## config.mk

```make
export PLATFORM = sky130hd
export DESIGN_NAME = btn_seq_fsm
export DESIGN_NICKNAME = d
export VERILOG_FILES = /design/src/rtl/btn_seq_fsm.sv
export SDC_FILE = /design/constraint.sdc
export NUM_CORES = 1
export LEC_CHECK = 0
export ABC_AREA = 1
export CAP_MARGIN = 20
export CORE_UTILIZATION = 30
export CTS_BUF_LIST = sky130_fd_sc_hd__clkbuf_8 sky130_fd_sc_hd__clkbuf_16
export CTS_CLUSTER_SIZE = 40
export DETAILED_ROUTE_END_ITERATION = 12
export GPL_TIMING_DRIVEN = 0
export PLACE_DENSITY_LB_ADDON = 0.12
export SLEW_MARGIN = 10
export SYNTH_ARGS = -nofsm -noshare
export SYNTH_HDL_FRONTEND = slang
export SYNTH_SLANG_ARGS = --single-unit
```

## constraint.sdc

```tcl
create_clock -name clk -period 1.6 [get_ports clk]
set_clock_uncertainty 0.1 [all_clocks]
set_input_delay 0.24 -clock clk [delete_from_list [all_inputs] [get_ports clk]]
set_output_delay 0.24 -clock clk [all_outputs]
set_load 0.02 [all_outputs]
```

## src/rtl/btn_seq_fsm.sv

```systemverilog
// Button-sequence detector: extracts press events from a button vector and matches them
// against a run-time programmable code table, with inter-press timeout and match counting.
module btn_seq_fsm #(
    parameter int unsigned NBTN     = 3,
    parameter int unsigned SEQ_LEN  = 4,
    parameter int unsigned TIMEOUT  = 16,
    parameter int unsigned OUT_MODE = 0,
    parameter logic [SEQ_LEN*NBTN-1:0] SEQ_INIT = {SEQ_LEN{NBTN'(1)}}
) (
    input  logic                       clk,
    input  logic                       rst_n,
    input  logic [NBTN:1]              b,
    input  logic                       cfg_we,
    input  logic [$clog2(SEQ_LEN)-1:0] cfg_idx,
    input  logic [NBTN-1:0]            cfg_code,
    output logic                       outp,
    output logic                       busy,
    output logic                       err,
    output logic [7:0]                 match_cnt
);

    localparam int unsigned IW = $clog2(SEQ_LEN);
    localparam int unsigned TW = $clog2(TIMEOUT);
    localparam logic [IW-1:0] IdxLast = IW'(SEQ_LEN - 1);
    // Timeout fires on the cycle in which tmr would step onto TIMEOUT-1.
    localparam logic [TW-1:0] TmrLast = TW'(TIMEOUT - 2);

    typedef enum logic [1:0] {
        StIdle,
        StTrack,
        StMatch
    } state_e;

    state_e          state_q, state_d;
    logic [IW-1:0]   idx_q, idx_d;
    logic [TW-1:0]   tmr_q, tmr_d;
    logic [NBTN-1:0] b_q;
    logic            outp_q, outp_d;
    logic            err_q, err_d;
    logic [7:0]      cnt_q, cnt_d;
    logic [NBTN-1:0] seq_q [SEQ_LEN];

    logic            ev;
    logic [NBTN-1:0] ev_code;
    logic [NBTN-1:0] seq_cur;
    logic            cfg_ok;

    // Press event: rising from all-released to any nonzero code.
    assign ev_code = b;
    assign ev      = (b_q == '0) && (ev_code != '0);
    assign seq_cur = seq_q[idx_q];
    assign cfg_ok  = cfg_we && (state_q == StIdle) && !ev && (32'(cfg_idx) < SEQ_LEN);

    always_comb begin
        state_d = state_q;
        idx_d   = idx_q;
        tmr_d   = tmr_q;
        err_d   = 1'b0;
        outp_d  = (OUT_MODE == 0) ? 1'b0 : outp_q;
        cnt_d   = cnt_q;
        case (state_q)
            StIdle: begin
                if (ev && (ev_code == seq_q[0])) begin
                    idx_d   = IW'(1);
                    tmr_d   = '0;
                    state_d = StTrack;
                end
            end
            StTrack: begin
                if (ev) begin
                    tmr_d = '0;
                    if (ev_code == seq_cur) begin
                        if (idx_q == IdxLast) begin
                            state_d = StMatch;
                        end else begin
                            idx_d = idx_q + IW'(1);
                        end
                    end else begin
                        err_d = 1'b1;
                        // A wrong code that is itself the first code restarts tracking.
                        if (ev_code == seq_q[0]) begin
                            idx_d = IW'(1);
                        end else begin
                            idx_d   = '0;
                            state_d = StIdle;
                        end
                    end
                end else if (tmr_q == TmrLast) begin
                    err_d   = 1'b1;
                    idx_d   = '0;
                    tmr_d   = '0;
                    state_d = StIdle;
                end else begin
                    tmr_d = tmr_q + TW'(1);
                end
            end
            StMatch: begin
                state_d = StIdle;
                idx_d   = '0;
                tmr_d   = '0;
                if (cnt_q != 8'hFF) begin
                    cnt_d = cnt_q + 8'd1;
                end
                outp_d = (OUT_MODE == 0) ? 1'b1 : ~outp_q;
            end
            default: begin
                state_d = StIdle;
                idx_d   = '0;
                tmr_d   = '0;
            end
        endcase
    end

    always_ff @(posedge clk or negedge rst_n) begin
        if (!rst_n) begin
            state_q <= StIdle;
            idx_q   <= '0;
            tmr_q   <= '0;
            b_q     <= '0;
            outp_q  <= 1'b0;
            err_q   <= 1'b0;
            cnt_q   <= 8'd0;
        end else begin
            state_q <= state_d;
            idx_q   <= idx_d;
            tmr_q   <= tmr_d;
            b_q     <= ev_code;
            outp_q  <= outp_d;
            err_q   <= err_d;
            cnt_q   <= cnt_d;
        end
    end

    always_ff @(posedge clk or negedge rst_n) begin
        if (!rst_n) begin
            for (int unsigned i = 0; i < SEQ_LEN; i++) begin
                seq_q[i] <= SEQ_INIT[i*NBTN +: NBTN];
            end
        end else if (cfg_ok) begin
            seq_q[cfg_idx] <= cfg_code;
        end
    end

    assign outp      = outp_q;
    assign busy      = (state_q != StIdle);
    assign err       = err_q;
    assign match_cnt = cnt_q;

    idx_in_range_a: assert property (@(posedge clk) disable iff (!rst_n) idx_q <= IdxLast);

    if (OUT_MODE == 0) begin : g_pulse_chk
        err_outp_excl_a: assert property (@(posedge clk) disable iff (!rst_n) !(err_q && outp_q));
    end

endmodule
```

==> results.yml, run 1 <==
timing:
  tns_ps: 0
  timing.final.crit_share_pct: 99.62
  hold_viol: 0
  worst_slew_pin_slew_ps: 754.2
  setup_viol: 0
  holdWs_ps: 189.4
  worst_slack_ps: 6.007
  min_period_ps: 1594
  relSlewSlack_pct: 49.72
  fmax_mhz: 627.4
  finalMaxSlewViolations: 0
  rsz0062_at_grt: "true"
finish:
  final_common_cell: "nand2_1"
  fillerInstances: 595
  area_delta_synth_final_pct: 34.99
  final_nets: 275
  num_antenna_cells: 0
  final_util_pct: 42.95
  multiInputGateArea_um2: 948.4
  drive_gt1_share_pct: 29.89
  seq_area_um2: 832.0
  mostFrequentLayoutCells: "51 x nand2_1, 28 x dfrtp_1, 27 x inv_1"
run_status:
  outcome: "completed"
floorplanning:
  num_rows: 27
  die_h_um: 79.12
  die_width_um: 79.12
  initial_core_util_pct: 31.82
  floorplan.die_area_um2: 6260
  core-area_um2: 5608
  pin_count: 22
route:
  num_vias: 1458
  met2_length_um: 1967
  avgViaCountPerCell: 4.378
  wl_met3_um: 126
  wl_met1_um: 1679
  wl_per_cell_um: 11.39
  drc: 0
  final_antenna_net_count: 0
  highest_layer: "met4"
  firstDrtPassIters: 4
  drt_iter0_drc: 64
  wl_um: 3794
logic_synthesis:
  synth_seq_area_share_pct: 46.56
  synth_nets: 232
  yosysWarnings: 0
  ys_seq_elements: 33
  yosys-top-cells-area: "dfrtp_1 41%, nand2_1 13%, dfstp_2 5.9%"
  syn_avg_cell_area_um2: 8.222
  synth_top_area_share_pct: 40.67
  syn-cell-area_um2: 1784
  ys_types: 29
  netlist_instances: 217
  synth_top_area_cell: "dfrtp_1"
worst_hold_path:
  min_from: "b[3]"
  worstHoldPathType: "in2reg"
grt:
  grt_pass1_wl_um: 6182
  track_usage_pct: 12.99
  grt_overflow: 0
  grt_pass1_vias: 1303
  grt_max_degree: 34
  grt_antenna_before_repair: 0
clock_tree:
  clkTransAtPathRegs_ps: 70
  clkSinkCount: 33
  clk_latency_ps: 280
  htree_levels: 2
  cts-root-buf: "clkbuf_8"
  cts_buffer_depth: 2
  cts_tree: "built"
  cts_buffers: 5
setup_path:
  crit_required_ps: 1670
  r2r-start: "idx_q[0]$_DFFE_PN0P_"
  critical_path_class: "reg2reg"
  startpoint: "idx_q[0]$_DFFE_PN0P_"
  crit_path_frequent_cell: "nand2_1"
  cp_max_fo: 8
  crit_buf_inv: 2
  cp_slowest_cell: "dfrtp_1"
  critPathCaptureType: "register"
  start_kind: "register"
  max_stage_delay_ps: 380
  path_delay_family: "simple AND/OR/NAND/NOR gates"
  arrival_ps: 1660
  path_cells: "buf_6 > inv_8 > nand2_2 > nand3_2 > nand2_1 > nand2_1 > nand2_2 > nor2_4 > nand4_1 > nand2_1 > nor2_1 > nand2_1 > nand2_1"
placement:
  place_ws_ps: -519.0
  port_buffers: 21
  dp.final_hpwl_um: 2667
  gp_congestion: 0.7373
power_and_ir_drop:
  p_per_area_nw_per_um2: 1298
  irDropWorstVdd_uv: 536.0
  cellLeakagePower_uw: 0.001198
  power_uw: 3127
job:
  max_cap_violations: 0
==> where the power goes <==
part | switching [uW] | internal, uW
sequential | 148 | 1050
combinational | 762 | 583
clock | 293 | 290
==> state kept, by name, summed over array words and instances, names as in the netlist <==
register and cells:
state_q 2, match_cnt 8, idx_q 2, outp 1, seq_q 12, tmr_q 4
b_q 3, err 1
==> area by class of cell <==
cell class / count / area share, %
multi-input combinational: 150 / 39.38
sequential: 33 / 34.55
timing repair buffer: 36 / 12.83
inverter: 33 / 5.714
tap: 72 / 3.740
clock buffer: 5 / 2.857
clock inverter: 3 / 0.4675
buffer: 1 / 0.4675
==> repair_timing <==
item | CTS | global route
endpoints found under the hold margin | 29 | 0
buffers inserted | 4 | 10
hold buffers | 1 | 0
setup endpoints to repair | 29 | 25
pin swaps | 6 | 16
gates resized for setup | 18 | 36
==> metrics by stage <==
| step | instance area, um^2 | std cells |
|---|---|---|
| 2_1_floorplan | 1784 | 217 |
| 3_3_place_gp | 2085 | 310 |
| 3_5_place_dp | 2079 | 310 |
| 4_1_cts | 2210 | 323 |
| 5_1_grt | 2409 | 333 |
| 6_report | 2409 | 333 |
==> cells in the mapped netlist <==
| cell type | number |
|---|---|
| nand2_1 | 60 |
| dfrtp_1 | 29 |
| inv_1 | 25 |
| nand3_1 | 17 |
| nor2_1 | 13 |
| o21ai_1 | 13 |
| xor2_1 | 7 |
| inv_2 | 6 |
| nor3_1 | 6 |
| nand3_2 | 5 |
| nor2_2 | 5 |
| dfstp_2 | 4 |
| ha_1 | 4 |
| nand2_2 | 3 |
| xnor2_1 | 3 |
| a21oi_1 | 2 |
| nand4_1 | 2 |
| o21ai_0 | 2 |
| and3_1 | 1 |
| buf_6 | 1 |
| clkinv_2 | 1 |
| inv_6 | 1 |
| nand2_4 | 1 |
| nand3_4 | 1 |
| nor2_4 | 1 |
| nor4_1 | 1 |
| nor4_4 | 1 |
| o211ai_1 | 1 |
| o22ai_1 | 1 |
==> logic make-up after synthesis <==
family,synth area share [%]
and+or+nand+nor,32.26
DFF,46.56
AOI/OAI and AO/OA,5.540
adders and majority gates,2.805
buffers and inverters,7.924
xor gates and xnor gates,4.909
==> worst register-to-register path, stage by stage (launching register included) <==
cell and delay [ps]:
dfrtp_1 380, buf_6 150, inv_8 70, nand2_2 50
nand3_2 70, nand2_1 50, nand2_1 60, nand2_2 80
nor2_4 120, nand4_1 120, nand2_1 90, nor2_1 40
nand2_1 60, nand2_1 50
==> per-layer routing <==
metal  track usage, %  up-vias
li1                 -      778
met1            16.36      657
met2            21.38       21
met3            3.448        2
met4            4.364        0
met5                0        -
==> final timing paths <==
path / slack [ps] / end / depth (start not counted)
worst min-delay path: 190 / b_q[2]$_DFF_PN0_ / 1
max in group asynchronous: 420 / state_q[1]$_DFFE_PN0P_ / 2
min in group asynchronous: 470 / err$_DFF_PN0_ / 2
worst max-delay path: 6 / idx_q[0]$_DFFE_PN0P_ / 13
worst min register to register: 380 / seq_q[6]$_DFFE_PN1P_ / 2
worst max register to register: 6 / idx_q[0]$_DFFE_PN0P_ / 13
Power figures use the tool's default switching activity.
==> run 2, diff against run 1 <==
CTS_CLUSTER_SIZE = 10   (was 40)
GPL_TIMING_DRIVEN = 1   (was 0)
==> run 2 against run 1 <==
First-iteration DRC count decreased by 14%. Register-to-register slack improved by 30 ps. Worst hold slack lost 110 ps. Largest power group is now sequential cells. Wire length is 0.42% lower. Critical path type is now reg2out. Total power decreased by 3.9%.
==> results.yml, run 2 (synthesis gave the netlist of run 1 again) <==
run_status:
  outcome: "completed"
finish:
  area_delta_synth_final_pct: 34.08
  final_util_pct: 42.66
  final_common_cell: "nand2_1"
  final_nets: 277
  mostFrequentLayoutCells: "55 x nand2_1, 27 x dfrtp_1, 26 x inv_1"
  largest_register_ffs: 12
  num_antenna_cells: 0
  fin_area_um2: 2392
  drive_gt1_share_pct: 26.62
  largest-register: "seq_q"
route:
  drc: 0
  wl_per_cell_um: 11.28
  wl_um: 3778
  drt_iter0_drc: 55
  num_vias: 1469
  avgViaCountPerCell: 4.385
  firstDrtPassIters: 4
  final_antenna_net_count: 0
placement:
  placed_cell_area_um2: 2193
  dp.final_hpwl_um: 2940
  gp_congestion: 0.7439
  port_buffers: 21
timing:
  fmax_mhz: 630.5
  hold_viol: 0
  rsz0062_at_grt: "true"
  setup_viol: 0
  finalMaxSlewViolations: 0
  timing.final.crit_share_pct: 99.12
  worst_slew_pin_slew_ps: 252.1
  relSlewSlack_pct: 83.07
  tns_ps: 0
  holdWs_ps: 76.86
  min_period_ps: 1586
clock_tree:
  clk_latency_ps: 280
  cts_buffer_depth: 2
  cts_buffers: 5
  clkTransAtPathRegs_ps: 60
  htree_levels: 2
  cts-root-buf: "clkbuf_8"
  cts_tree: "built"
  clkSinkCount: 33
  cts_hold_buf: 0
setup_path:
  r2r-start: "idx_q[0]$_DFFE_PN0P_"
  critPathCaptureType: "output pin"
  arrival_ps: 1250
  crit_required_ps: 1260
  startpoint: "state_q[0]$_DFFE_PN0P_"
  critical_path_class: "reg2out"
  start_kind: "register"
  cp_max_fo: 3
floorplanning:
  die_width_um: 79.12
  floorplan.die_area_um2: 6260
  pin_count: 22
  core-area_um2: 5608
  initial_core_util_pct: 31.82
  die_h_um: 79.12
  num_rows: 27
power_and_ir_drop:
  cellLeakagePower_uw: 0.001210
  p_per_area_nw_per_um2: 1257
  irDropWorstVdd_uv: 471.6
  power_uw: 3007
job:
  max_cap_violations: 0
grt:
  grt_max_degree: 20
  track_usage_pct: 13.57
  grt_pass1_vias: 1436
  grt_pass1_wl_um: 6458
  grt_antenna_before_repair: 0
  grt_overflow: 0
worst_hold_path:
  min_from: "b[3]"
  worstHoldPathType: "in2reg"
==> run 2: cell count changes in the layout (fill, tap and decap cells not counted), sizes merged <==
cell | previous run | this run
buf | 16 | 18
clkdlybuf4s50 | 8 | 9
dlygate4sd2 | 11 | 9
inv | 35 | 33
dlymetal6s2s | 0 | 3
clkinv | 1 | 2
dlygate4sd3 | 1 | 0
==> run 2: metrics by stage <==
step,setup slack [ps],cells
after floorplan,1.932,217
after global placement,-310.0,325
final,14.05,335
after global routing,-118.4,335
after detailed placement,-330.0,325
after CTS,-39.74,333
==> run 2: power breakdown <==
group          total [uW]  internal (uW)  switching [uW]
logic                1160            480             675
registers            1220           1050             165
clock network         632            338             294
==> run 2: layout make-up <==
class | count | area (um^2)
clock buffers | 6 | 82.58
clock inverters | 2 | 7.507
fillers | 606 | 3216
inverters | 33 | 130.1
multi-input cells | 150 | 907.1
flip-flops and latches | 33 | 833.3
well taps | 72 | 90.09
repair buffers | 39 | 341.6
==> run 2: timing repair <==
item,in CTS,in global routing
gates cloned,0,0
endpoints found under the setup margin,19,25
gates resized for setup,13,23
pin swaps,2,10
endpoints found under the hold margin,0,0
buffers inserted,0,2
==> run 2: worst max-delay path, cell delays in order (launching register included) <==
cell and delay (ps):
dfrtp_1 410, nor2_2 170, inv_1 70, dlygate4sd2_1 320
==> run 2: worst paths after layout <==
kind                                            endpoint  slack, ps  depth (start not counted)
worst max register to register      idx_q[0]$_DFFE_PN0P_         40                         13
min in group asynchronous       match_cnt[2]$_DFFE_PN0P_        190                          2
max in group asynchronous           idx_q[0]$_DFFE_PN0P_        930                          2
worst max-delay path                                busy         10                          3
worst min-delay path                    b_q[2]$_DFF_PN0_         80                          1
worst min register to register      seq_q[0]$_DFFE_PN1P_        380                          2
==> run 2: per-layer routing <==
metal / track usage, % / wire [um] / up-vias
met5: 0 / 0 / -
met4: 6.000 / 70 / 0
met3: 3.448 / 127 / 9
met2: 22.41 / 1834 / 24
met1: 16.56 / 1746 / 661
li1: - / - / 775
